File: config.mk
export PLATFORM = sky130hd
export DESIGN_NAME = sdram_port_arbiter_flat
export DESIGN_NICKNAME = d
export VERILOG_FILES = /design/src/rtl/sdram_port_arbiter_pkg.sv /design/src/rtl/sdram_port_arbiter_if.sv /design/src/rtl/arb_fair_pick.sv /design/src/rtl/sdram_port_arbiter.sv /design/src/flat_wrapper.sv
export SDC_FILE = /design/constraint.sdc
export NUM_CORES = 1
export LEC_CHECK = 0
export ABC_AREA = 1
export BUFFER_PORTS_ARGS = -buffer_cell sky130_fd_sc_hd__buf_2
export CAP_MARGIN = 5
export CELL_PAD_IN_SITES_DETAIL_PLACEMENT = 1
export CELL_PAD_IN_SITES_GLOBAL_PLACEMENT = 1
export CORE_ASPECT_RATIO = 0.6
export CORE_MARGIN = 5
export CORE_UTILIZATION = 34
export DETAILED_ROUTE_END_ITERATION = 8
export GPL_ROUTABILITY_DRIVEN = 1
export PLACE_DENSITY = 0.78
export RECOVER_POWER = 25
export SLEW_MARGIN = 30
export SYNTH_ARGS = -nofsm -noshare
export SYNTH_HDL_FRONTEND = slang
export SYNTH_HIERARCHICAL = 1
export SYNTH_SLANG_ARGS = --single-unit
export TNS_END_PERCENT = 5
File: constraint.sdc
create_clock -name clk -period 2 [get_ports clk]
set_input_delay 0.6 -clock clk [delete_from_list [all_inputs] [get_ports clk]]
set_output_delay 0.6 -clock clk [all_outputs]
set_load 0.02 [all_outputs]
File: src/rtl/sdram_port_arbiter_pkg.sv
// sdram_port_arbiter_pkg: shared state encoding and constants for the SDRAM port arbiter.
package sdram_port_arbiter_pkg;
  typedef enum logic [1:0] {
    S_IDLE  = 2'd0,
    S_ISSUE = 2'd1,
    S_WAIT  = 2'd2,
    S_DONE  = 2'd3
  } state_e;
  localparam logic PORT_CPU = 1'b0;
  localparam logic PORT_DMA = 1'b1;
  localparam logic [7:0] RDATA_ABORT = 8'hFF;
endpackage

File: src/rtl/sdram_port_arbiter_if.sv
// sdram_port_arbiter_if: requester, memory-side and status signals of the SDRAM port arbiter.
interface sdram_port_arbiter_if #(
  parameter int ADDR_W = 23
);
  logic              p0_req, p0_we, p0_ack;
  logic [ADDR_W-1:0] p0_addr;
  logic [7:0]        p0_wdata, p0_rdata;
  logic              p1_req, p1_we, p1_ack;
  logic [ADDR_W-1:0] p1_addr;
  logic [7:0]        p1_wdata, p1_rdata;
  logic              mem_req, mem_we, mem_ack;
  logic [ADDR_W-1:0] mem_addr;
  logic [7:0]        mem_wdata, mem_rdata;
  logic              timeout_err;
  modport slave (
    input  p0_req, p0_we, p0_addr, p0_wdata, p1_req, p1_we, p1_addr, p1_wdata, mem_rdata, mem_ack,
    output p0_rdata, p0_ack, p1_rdata, p1_ack, mem_req, mem_we, mem_addr, mem_wdata, timeout_err
  );
  modport master (
    output p0_req, p0_we, p0_addr, p0_wdata, p1_req, p1_we, p1_addr, p1_wdata, mem_rdata, mem_ack,
    input  p0_rdata, p0_ack, p1_rdata, p1_ack, mem_req, mem_we, mem_addr, mem_wdata, timeout_err
  );
endinterface

File: src/rtl/arb_fair_pick.sv
// arb_fair_pick: fixed port-0 priority with a bounded run of port-0 grants while port 1 waits.
module arb_fair_pick #(
  parameter int MAX_P0_RUN = 4
) (
  input  logic clk,
  input  logic reset_n,
  input  logic p0_req,
  input  logic p1_req,
  input  logic decide,
  output logic win
);
  localparam logic [3:0] RUN_MAX = 4'(MAX_P0_RUN);
  logic [3:0] run_q, run_d;
  // win: 0 = port 0, 1 = port 1
  always_comb begin
    win = !p0_req || (p1_req && run_q == RUN_MAX);
    run_d = !decide ? run_q : (win || !p1_req) ? 4'd0 : run_q + 4'd1;
  end
  always_ff @(posedge clk or negedge reset_n)
    if (!reset_n) run_q <= 4'd0;
    else run_q <= run_d;
endmodule

File: src/rtl/sdram_port_arbiter.sv
// sdram_port_arbiter: sequences single-byte accesses from two requesters onto one SDRAM controller port,
// with a watchdog that aborts accesses the controller never acknowledges.
module sdram_port_arbiter
  import sdram_port_arbiter_pkg::*;
#(
  parameter int ADDR_W     = 23,
  parameter int MAX_P0_RUN = 4,
  parameter int TIMEOUT    = 255
) (
  input logic clk,
  input logic reset_n,
  sdram_port_arbiter_if.slave bus
);
  localparam logic [7:0] WD_LAST = 8'(TIMEOUT - 1);
  state_e            state_q, state_d;
  logic              grant_q, grant_d, mem_req_q, mem_req_d, mem_we_q, mem_we_d, terr_q, terr_d;
  logic [ADDR_W-1:0] mem_addr_q, mem_addr_d;
  logic [7:0]        mem_wdata_q, mem_wdata_d, p0_rdata_q, p0_rdata_d, p1_rdata_q, p1_rdata_d;
  logic [7:0]        wd_q, wd_d, rd_val;
  logic              win, decide, finish;
  arb_fair_pick #(.MAX_P0_RUN(MAX_P0_RUN)) u_pick (
    .clk(clk), .reset_n(reset_n), .p0_req(bus.p0_req), .p1_req(bus.p1_req), .decide(decide), .win(win)
  );
  always_comb begin
    state_d = state_q;
    grant_d = grant_q;
    mem_req_d = mem_req_q;
    mem_we_d = mem_we_q;
    mem_addr_d = mem_addr_q;
    mem_wdata_d = mem_wdata_q;
    p0_rdata_d = p0_rdata_q;
    p1_rdata_d = p1_rdata_q;
    wd_d = wd_q;
    terr_d = terr_q;
    decide = state_q == S_IDLE && (bus.p0_req || bus.p1_req);
    // an ack landing in the expiry cycle still counts as a normal completion
    finish = (state_q == S_ISSUE || state_q == S_WAIT) &&
             (bus.mem_ack || (state_q == S_WAIT && wd_q == WD_LAST));
    rd_val = bus.mem_ack ? bus.mem_rdata : RDATA_ABORT;
    case (state_q)
      S_IDLE: if (decide) begin
        grant_d = win;
        mem_we_d = win ? bus.p1_we : bus.p0_we;
        mem_addr_d = win ? bus.p1_addr : bus.p0_addr;
        mem_wdata_d = win ? bus.p1_wdata : bus.p0_wdata;
        mem_req_d = 1'b1;
        state_d = S_ISSUE;
      end
      S_ISSUE, S_WAIT: begin
        wd_d = state_q == S_WAIT ? wd_q + 8'd1 : 8'd0;
        state_d = finish ? S_DONE : S_WAIT;
        mem_req_d = !finish;
        terr_d = terr_q | (finish && !bus.mem_ack);
        p0_rdata_d = finish && !mem_we_q && grant_q == PORT_CPU ? rd_val : p0_rdata_q;
        p1_rdata_d = finish && !mem_we_q && grant_q == PORT_DMA ? rd_val : p1_rdata_q;
      end
      default: state_d = S_IDLE;
    endcase
  end
  always_ff @(posedge clk or negedge reset_n)
    if (!reset_n) begin
      state_q <= S_IDLE;
      grant_q <= PORT_CPU;
      mem_req_q <= 1'b0;
      mem_we_q <= 1'b0;
      mem_addr_q <= '0;
      mem_wdata_q <= 8'h00;
      p0_rdata_q <= 8'h00;
      p1_rdata_q <= 8'h00;
      wd_q <= 8'd0;
      terr_q <= 1'b0;
    end else begin
      state_q <= state_d;
      grant_q <= grant_d;
      mem_req_q <= mem_req_d;
      mem_we_q <= mem_we_d;
      mem_addr_q <= mem_addr_d;
      mem_wdata_q <= mem_wdata_d;
      p0_rdata_q <= p0_rdata_d;
      p1_rdata_q <= p1_rdata_d;
      wd_q <= wd_d;
      terr_q <= terr_d;
    end
  assign bus.mem_req = mem_req_q;
  assign bus.mem_we = mem_we_q;
  assign bus.mem_addr = mem_addr_q;
  assign bus.mem_wdata = mem_wdata_q;
  assign bus.p0_rdata = p0_rdata_q;
  assign bus.p1_rdata = p1_rdata_q;
  assign bus.p0_ack = state_q == S_DONE && grant_q == PORT_CPU;
  assign bus.p1_ack = state_q == S_DONE && grant_q == PORT_DMA;
  assign bus.timeout_err = terr_q;
endmodule

File: src/flat_wrapper.sv
// flat-port wrapper written by rule: the top's interface ports become plain ports
module sdram_port_arbiter_flat import sdram_port_arbiter_pkg::*;
#(
  parameter int ADDR_W     = 23,
  parameter int MAX_P0_RUN = 4,
  parameter int TIMEOUT    = 255
)
  (clk, reset_n, bus_p0_req, bus_p0_we, bus_p0_addr, bus_p0_wdata, bus_p1_req, bus_p1_we, bus_p1_addr, bus_p1_wdata, bus_mem_rdata, bus_mem_ack, bus_p0_rdata, bus_p0_ack, bus_p1_rdata, bus_p1_ack, bus_mem_req, bus_mem_we, bus_mem_addr, bus_mem_wdata, bus_timeout_err);
  sdram_port_arbiter_if #(.ADDR_W(ADDR_W)) bus_i ();
  input logic clk;
  input logic reset_n;
  input wire logic [$bits(bus_i.p0_req)-1:0] bus_p0_req;
  input wire logic [$bits(bus_i.p0_we)-1:0] bus_p0_we;
  input wire logic [$bits(bus_i.p0_addr)-1:0] bus_p0_addr;
  input wire logic [$bits(bus_i.p0_wdata)-1:0] bus_p0_wdata;
  input wire logic [$bits(bus_i.p1_req)-1:0] bus_p1_req;
  input wire logic [$bits(bus_i.p1_we)-1:0] bus_p1_we;
  input wire logic [$bits(bus_i.p1_addr)-1:0] bus_p1_addr;
  input wire logic [$bits(bus_i.p1_wdata)-1:0] bus_p1_wdata;
  input wire logic [$bits(bus_i.mem_rdata)-1:0] bus_mem_rdata;
  input wire logic [$bits(bus_i.mem_ack)-1:0] bus_mem_ack;
  output wire logic [$bits(bus_i.p0_rdata)-1:0] bus_p0_rdata;
  output wire logic [$bits(bus_i.p0_ack)-1:0] bus_p0_ack;
  output wire logic [$bits(bus_i.p1_rdata)-1:0] bus_p1_rdata;
  output wire logic [$bits(bus_i.p1_ack)-1:0] bus_p1_ack;
  output wire logic [$bits(bus_i.mem_req)-1:0] bus_mem_req;
  output wire logic [$bits(bus_i.mem_we)-1:0] bus_mem_we;
  output wire logic [$bits(bus_i.mem_addr)-1:0] bus_mem_addr;
  output wire logic [$bits(bus_i.mem_wdata)-1:0] bus_mem_wdata;
  output wire logic [$bits(bus_i.timeout_err)-1:0] bus_timeout_err;
  assign bus_i.p0_req = bus_p0_req;
  assign bus_i.p0_we = bus_p0_we;
  assign bus_i.p0_addr = bus_p0_addr;
  assign bus_i.p0_wdata = bus_p0_wdata;
  assign bus_i.p1_req = bus_p1_req;
  assign bus_i.p1_we = bus_p1_we;
  assign bus_i.p1_addr = bus_p1_addr;
  assign bus_i.p1_wdata = bus_p1_wdata;
  assign bus_i.mem_rdata = bus_mem_rdata;
  assign bus_i.mem_ack = bus_mem_ack;
  assign bus_p0_rdata = bus_i.p0_rdata;
  assign bus_p0_ack = bus_i.p0_ack;
  assign bus_p1_rdata = bus_i.p1_rdata;
  assign bus_p1_ack = bus_i.p1_ack;
  assign bus_mem_req = bus_i.mem_req;
  assign bus_mem_we = bus_i.mem_we;
  assign bus_mem_addr = bus_i.mem_addr;
  assign bus_mem_wdata = bus_i.mem_wdata;
  assign bus_timeout_err = bus_i.timeout_err;
  sdram_port_arbiter #(.ADDR_W(ADDR_W), .MAX_P0_RUN(MAX_P0_RUN), .TIMEOUT(TIMEOUT)) u_core (.clk(clk), .reset_n(reset_n), .bus(bus_i));
endmodule
After elaboration in Yosys (flattened, before gate mapping)
Index checks and enable logic that the tools add are counted.
{"block": "classes", "n_bitwise": 2, "add_sub_neg": 2, "n_mux": 11, "n_eq_ne": 6, "reduce_logical": 27}
{"operator": "$mux W8", "n": 3}
{"operator": "$mux W23", "n": 1}
{"operator": "$logic_and A1 B1 Y1", "n": 10}
{"operator": "$add A8 B1 Y8 const B", "n": 1}
{"operator": "$eq A8 B8 Y1 const B", "n": 1}
{"operator": "$reduce_and A2 Y1", "n": 4}
{"operator": "$logic_not A1 Y1", "n": 5}
{"operator": "$logic_or A1 B1 Y1", "n": 5}
{"operator": "$add A4 B1 Y4 const B", "n": 1}
{"operator": "$eq A2 B2 Y1 const B", "n": 2}
{"operator": "$eq A4 B3 Y1 const B", "n": 1}
{"operator": "$mux W4", "n": 1}
{"operator": "$pmux W2 S2", "n": 1}
{"operator": "$mux W1", "n": 3}
{"operator": "$eq A2 B1 Y1 const B", "n": 1}
{"operator": "$logic_not A2 Y1", "n": 1}
{"operator": "$mux W2", "n": 1}
{"operator": "$ne A2 B2 Y1 const B", "n": 1}
{"operator": "$pmux W1 S2", "n": 1}
{"operator": "$reduce_bool A2 Y1", "n": 1}
{"operator": "$reduce_or A2 Y1", "n": 1}
{"operator": "$not A1 Y1", "n": 1}
{"operator": "$or A1 B1 Y1", "n": 1}
{"block": "word_totals", "wordCells": 59, "inputBits": 77, "output_inout_bits": 52, "reg_bits": 65}

Longest topological paths before layout
{"block": "logic_depth", "depth_word": 7, "mapped_depth": 11, "ltp_nobuf": 9}

Hierarchy
The synthesis kept the hierarchy.
{"module": "sdram_port_arbiter", "area_each_um2": 2859.0, "n_inst": 1, "cells_per_inst": 344, "seq_area_each_um2": 1526.5}
{"module": "arb_fair_pick", "area_each_um2": 240.2, "n_inst": 1, "cells_per_inst": 31, "seq_area_each_um2": 100.1}

Worst setup path before layout
No wires, ideal clock.
{"block": "synth_path", "kind": "flip-flop to flip-flop", "startpoint": "register u_core.state_q[0]", "endpoint": "register u_core.u_pick.run_q[3]", "t_required_ns": 1.886, "arrival_ns": 1.493, "path_slack_ns": 0.392, "setup_time_ns": 0.114, "synth_period_minus_slack_ns": 1.608, "path_stages_with_launch": 12, "path_buffers": 2, "cell_sequence": "dfrtp_1 inv_1 ha_1 o21ai_1 inv_1 buf_2 buf_2 nand2_2 nor2_1 nand2_1 nand2_1 nor2_1"}
{"block": "synth_via", "elab_chain_len": 2}
{"element": "start, declared", "line_no": "sdram_port_arbiter.sv:15", "source": "state_e state_q, state_d;"}
{"element": "start signal, assigned", "line_no": "sdram_port_arbiter.sv:73", "source": "state_q <= state_d;"}
{"element": "$logic_not A2 Y1", "line_no": "sdram_port_arbiter.sv:35", "source": "decide = state_q == S_IDLE && (bus.p0_req || bus.p1_req);"}
{"element": "$logic_and A1 B1 Y1", "line_no": "sdram_port_arbiter.sv:35"}
{"element": "net u_core.decide", "line_no": "sdram_port_arbiter.sv:20", "source": "logic win, decide, finish;"}
{"element": "end signal, assigned", "line_no": "arb_fair_pick.sv:21", "source": "else run_q <= run_d;"}
{"element": "end, declared", "line_no": "arb_fair_pick.sv:13", "source": "logic [3:0] run_q, run_d;"}
The timed path passes the listed nets, and every way through them passes these cells.
A chain may end at the register's enable or synchronous reset.

Worst setup path after layout
{"block": "layout_path", "startpoint": "register u_core.state_q[1]", "endpoint": "output bus_p0_ack"}
{"block": "layout_via", "elab_chain_len": 2}
{"element": "$eq A2 B2 Y1", "line_no": "sdram_port_arbiter.sv:90", "source": "assign bus.p0_ack = state_q == S_DONE && grant_q == PORT_CPU;"}
{"element": "$logic_and A1 B1 Y1", "line_no": "sdram_port_arbiter.sv:90"}
{"element": "end, declared", "line_no": "flat_wrapper.sv:23", "source": "output wire logic [$bits(bus_i.p0_ack)-1:0] bus_p0_ack;"}
Every way passes these cells.

==> flow_metrics.tcl <==
set metrics [dict create \
    avgRoutedWirePerCell_um 15.8 \
    worstPathArrival_ns 1.28 \
    drt_pre_antenna_iters 4 \
    avgSynthCellArea_um2 8.26 \
    timing.hold.ws_ns 0.446 \
    synth_edf_count 0 \
    io_buffers 128 \
    clock_skew_ns 0.00657 \
    p_leak_nw 2.11 \
    fin_crit_sh_pct 94.2 \
    area_growth_pct 34.6 \
    die_h_um 84.0 \
    viasPerCell 4.91 \
    gp_congestion 0.829 \
    grt_pass1_wl_mm 16.7 \
    drt_iter0_markers 110 \
    seq_area_mm2 0.00163 \
    drive_gt1_share_pct 33.7 \
    powerDensity_mw_per_mm2 1620 \
    routed_wl_mm 9.92 \
    yosysUniqueCellTypes 30 \
    design.core.area_mm2 0.00902 \
    dpl.cell_count 610 \
    setup.worst_path.end_class "primary output" \
    synth_seq_area_share_pct 52.5 \
    fillCellCount 1111 \
    fp.dieW_um 133 \
    clkSinkCount 65 \
    cp_max_fo 3 \
    numCtsBuffers 9 \
    rsz0062_at_grt "no" \
    grt_antenna_before_repair 0 \
    post_cts_buffers 0 \
    nets 589 \
    netlist_area_mm2 0.00310 \
    clk_latency_ns 0.33 \
    slew_headroom_pct 29.5 \
    synthCells 375 \
    layout.cells.non_filler 626 \
    maxCapViolCount 0 \
    status "finished, final reports clean" \
    grt_max_degree 45 \
    worst_slew_pin_slew_ns 1.06 \
    ys.flop_type "dfrtp_1" \
    track_usage_pct 18.5 \
    final_cell_mix "buf_2, nand2_1, dfrtp_1, nor2_1, a31oi_1" \
    mostFrequentLayoutCell "buf_2" \
    fmax_mhz 531 \
    cts_buffer_depth 2 \
    num_vias 3071 \
    hpwl_mm 7.42 \
    multiInputGateArea_mm2 0.00130 \
    fin_tns_setup_ns 0 \
    drc 0 \
    maxSlewViolCount 0 \
    num_rows 27 \
    design_power_total_w 0.00678 \
    num_antenna_cells 0 \
    start_util_pct 34.4 \
    finish.utilization_pct 46.3 \
    async_flop_share_pct 100 \
    critPathRequiredTime_ns 1.40 \
    crit_path_cell_trace "ha_1 > inv_1 > nor2_1 > buf_2" \
    critical_path_class "register to primary output" \
    ant_nets 0 \
    hold_violations 0 \
    cts.htree.levels 3 \
    overflow 0 \
    hp-class "input pin to async pin" \
    period_needed_ns 1.88 \
    clkTransAtPathRegs_ns 0.06 \
    yosysWarnings 6 \
    crit_path_top_delay_cell "dfrtp_1" \
    max-vdd-ir-drop_mv 0.610 \
    boundaryPins 129 \
    dieArea_mm2 0.0112 \
    grt_pass1_vias 3321 \
    setup_viol 0 \
    slowest_delay_ns 0.38 \
    synth_nets 459 \
    cts_tree "done" \
    startpoint_type "register" \
    cts-root-buf "clkbuf_16" \
    ys_ff_latch 65 \
]
[kinds of logic after synthesis]
kind of cell | count (synthesis) | share of synthesized area [%]
buffers and inverters | 43 | 5.98
xor gates and xnor gates | 2 | 0.565
adders and majority gates | 7 | 2.83
AOI/OAI and AO/OA | 50 | 10.2
and+or+nand+nor | 208 | 27.9
DFF | 65 | 52.5
[cells in the mapped netlist (all sizes together) (2+ instances only)]
library cell	instances	area share, %
clkinv	2	0.24
or2	8	1.6
inv	22	2.7
nor3	3	0.48
dfrtp	65	52
xor2	2	0.57
a31oi	33	6.7
nand4	19	3.8
clkbuf	8	1.1
nand3	5	0.81
nor2	53	6.5
nand2	120	15
o21ai	8	1.4
a21oi	5	1.2
buf	11	2.0
ha	7	2.8
[worst max-delay path: cells and delay by family (launching register included)]
kind	cells	cell delay, ns
fa+ha+maj	1	0.25
buf+inv	2	0.24
flops	1	0.38
simple gates	1	0.09
[path summary, 6_finish.rpt]
kind	depth (start not counted)	slack (ns)	end	from
min in group clk	1	0.48	u_core/bus.timeout_err	u_core/bus.timeout_err
max in group asynchronous	2	0.72	u_core/bus.mem_wdata[5]	reset_n
setup reg to reg	9	0.21	u_core/bus.p1_rdata[4]	u_core/state_q[0]
hold reg to reg	1	0.48	u_core/bus.timeout_err	u_core/bus.timeout_err
setup / recovery	4	0.12	bus_p0_ack	u_core/state_q[1]
hold / removal	1	0.45	u_core/bus.mem_wdata[3]	reset_n
[registers in the layout (all words and copies together) (netlist names)]
signal,cells
u_core/bus.timeout_err,1
u_core/bus.mem_wdata,8
u_core/bus.p0_rdata,8
u_core/u_pick/run_q,4
u_core/bus.mem_req,1
u_core/state_q,2
u_core/grant_q,1
u_core/bus.mem_addr,23
u_core/wd_q,8
u_core/bus.p1_rdata,8
u_core/bus.mem_we,1
[stage by stage]
step / setup slack (ns) / instance area [um2]
after CTS: 0.0969 / 4170
after floorplan: 0.392 / 3100
after global routing: 0.0117 / 4170
final: 0.115 / 4170
after detailed placement: 0.172 / 3890
after global placement: 0.272 / 3890
[layer usage]
layer / track usage [%] / vias to the layer above / share of wire (%) / wire length, um
li1: - / 1495 / - / -
met1: 23.6 / 1502 / 46 / 4600
met2: 30.9 / 64 / 48 / 4740
met3: 4.94 / 10 / 4.7 / 464
met4: 5.04 / 0 / 1.1 / 114
met5: 0 / - / 0 / 0
[timing repair]
action	4_1_cts	5_1_grt
hold endpoints to repair	0	0
resized for setup	0	2
endpoints found under the setup margin	0	7
hold buffers	0	0
[layout make-up]
cell class / instances / area share (%)
Clock buffer: 9 / 5.40
Clock inverter: 7 / 1.14
Inverter: 24 / 2.16
Multi-Input combinational cell: 267 / 31.1
Sequential cell: 65 / 39.0
Tap cell: 116 / 3.48
Timing Repair Buffer: 138 / 17.7
[where the power goes]
part	switching [W]	internal, W	total (W)
Combinational	0.00205	0.00104	0.00309
Clock	0.000587	0.000834	0.00142
Sequential	0.000366	0.00190	0.00226
Total	0.00300	0.00377	0.00678
Note: power is estimated with default switching activity, not from simulation.
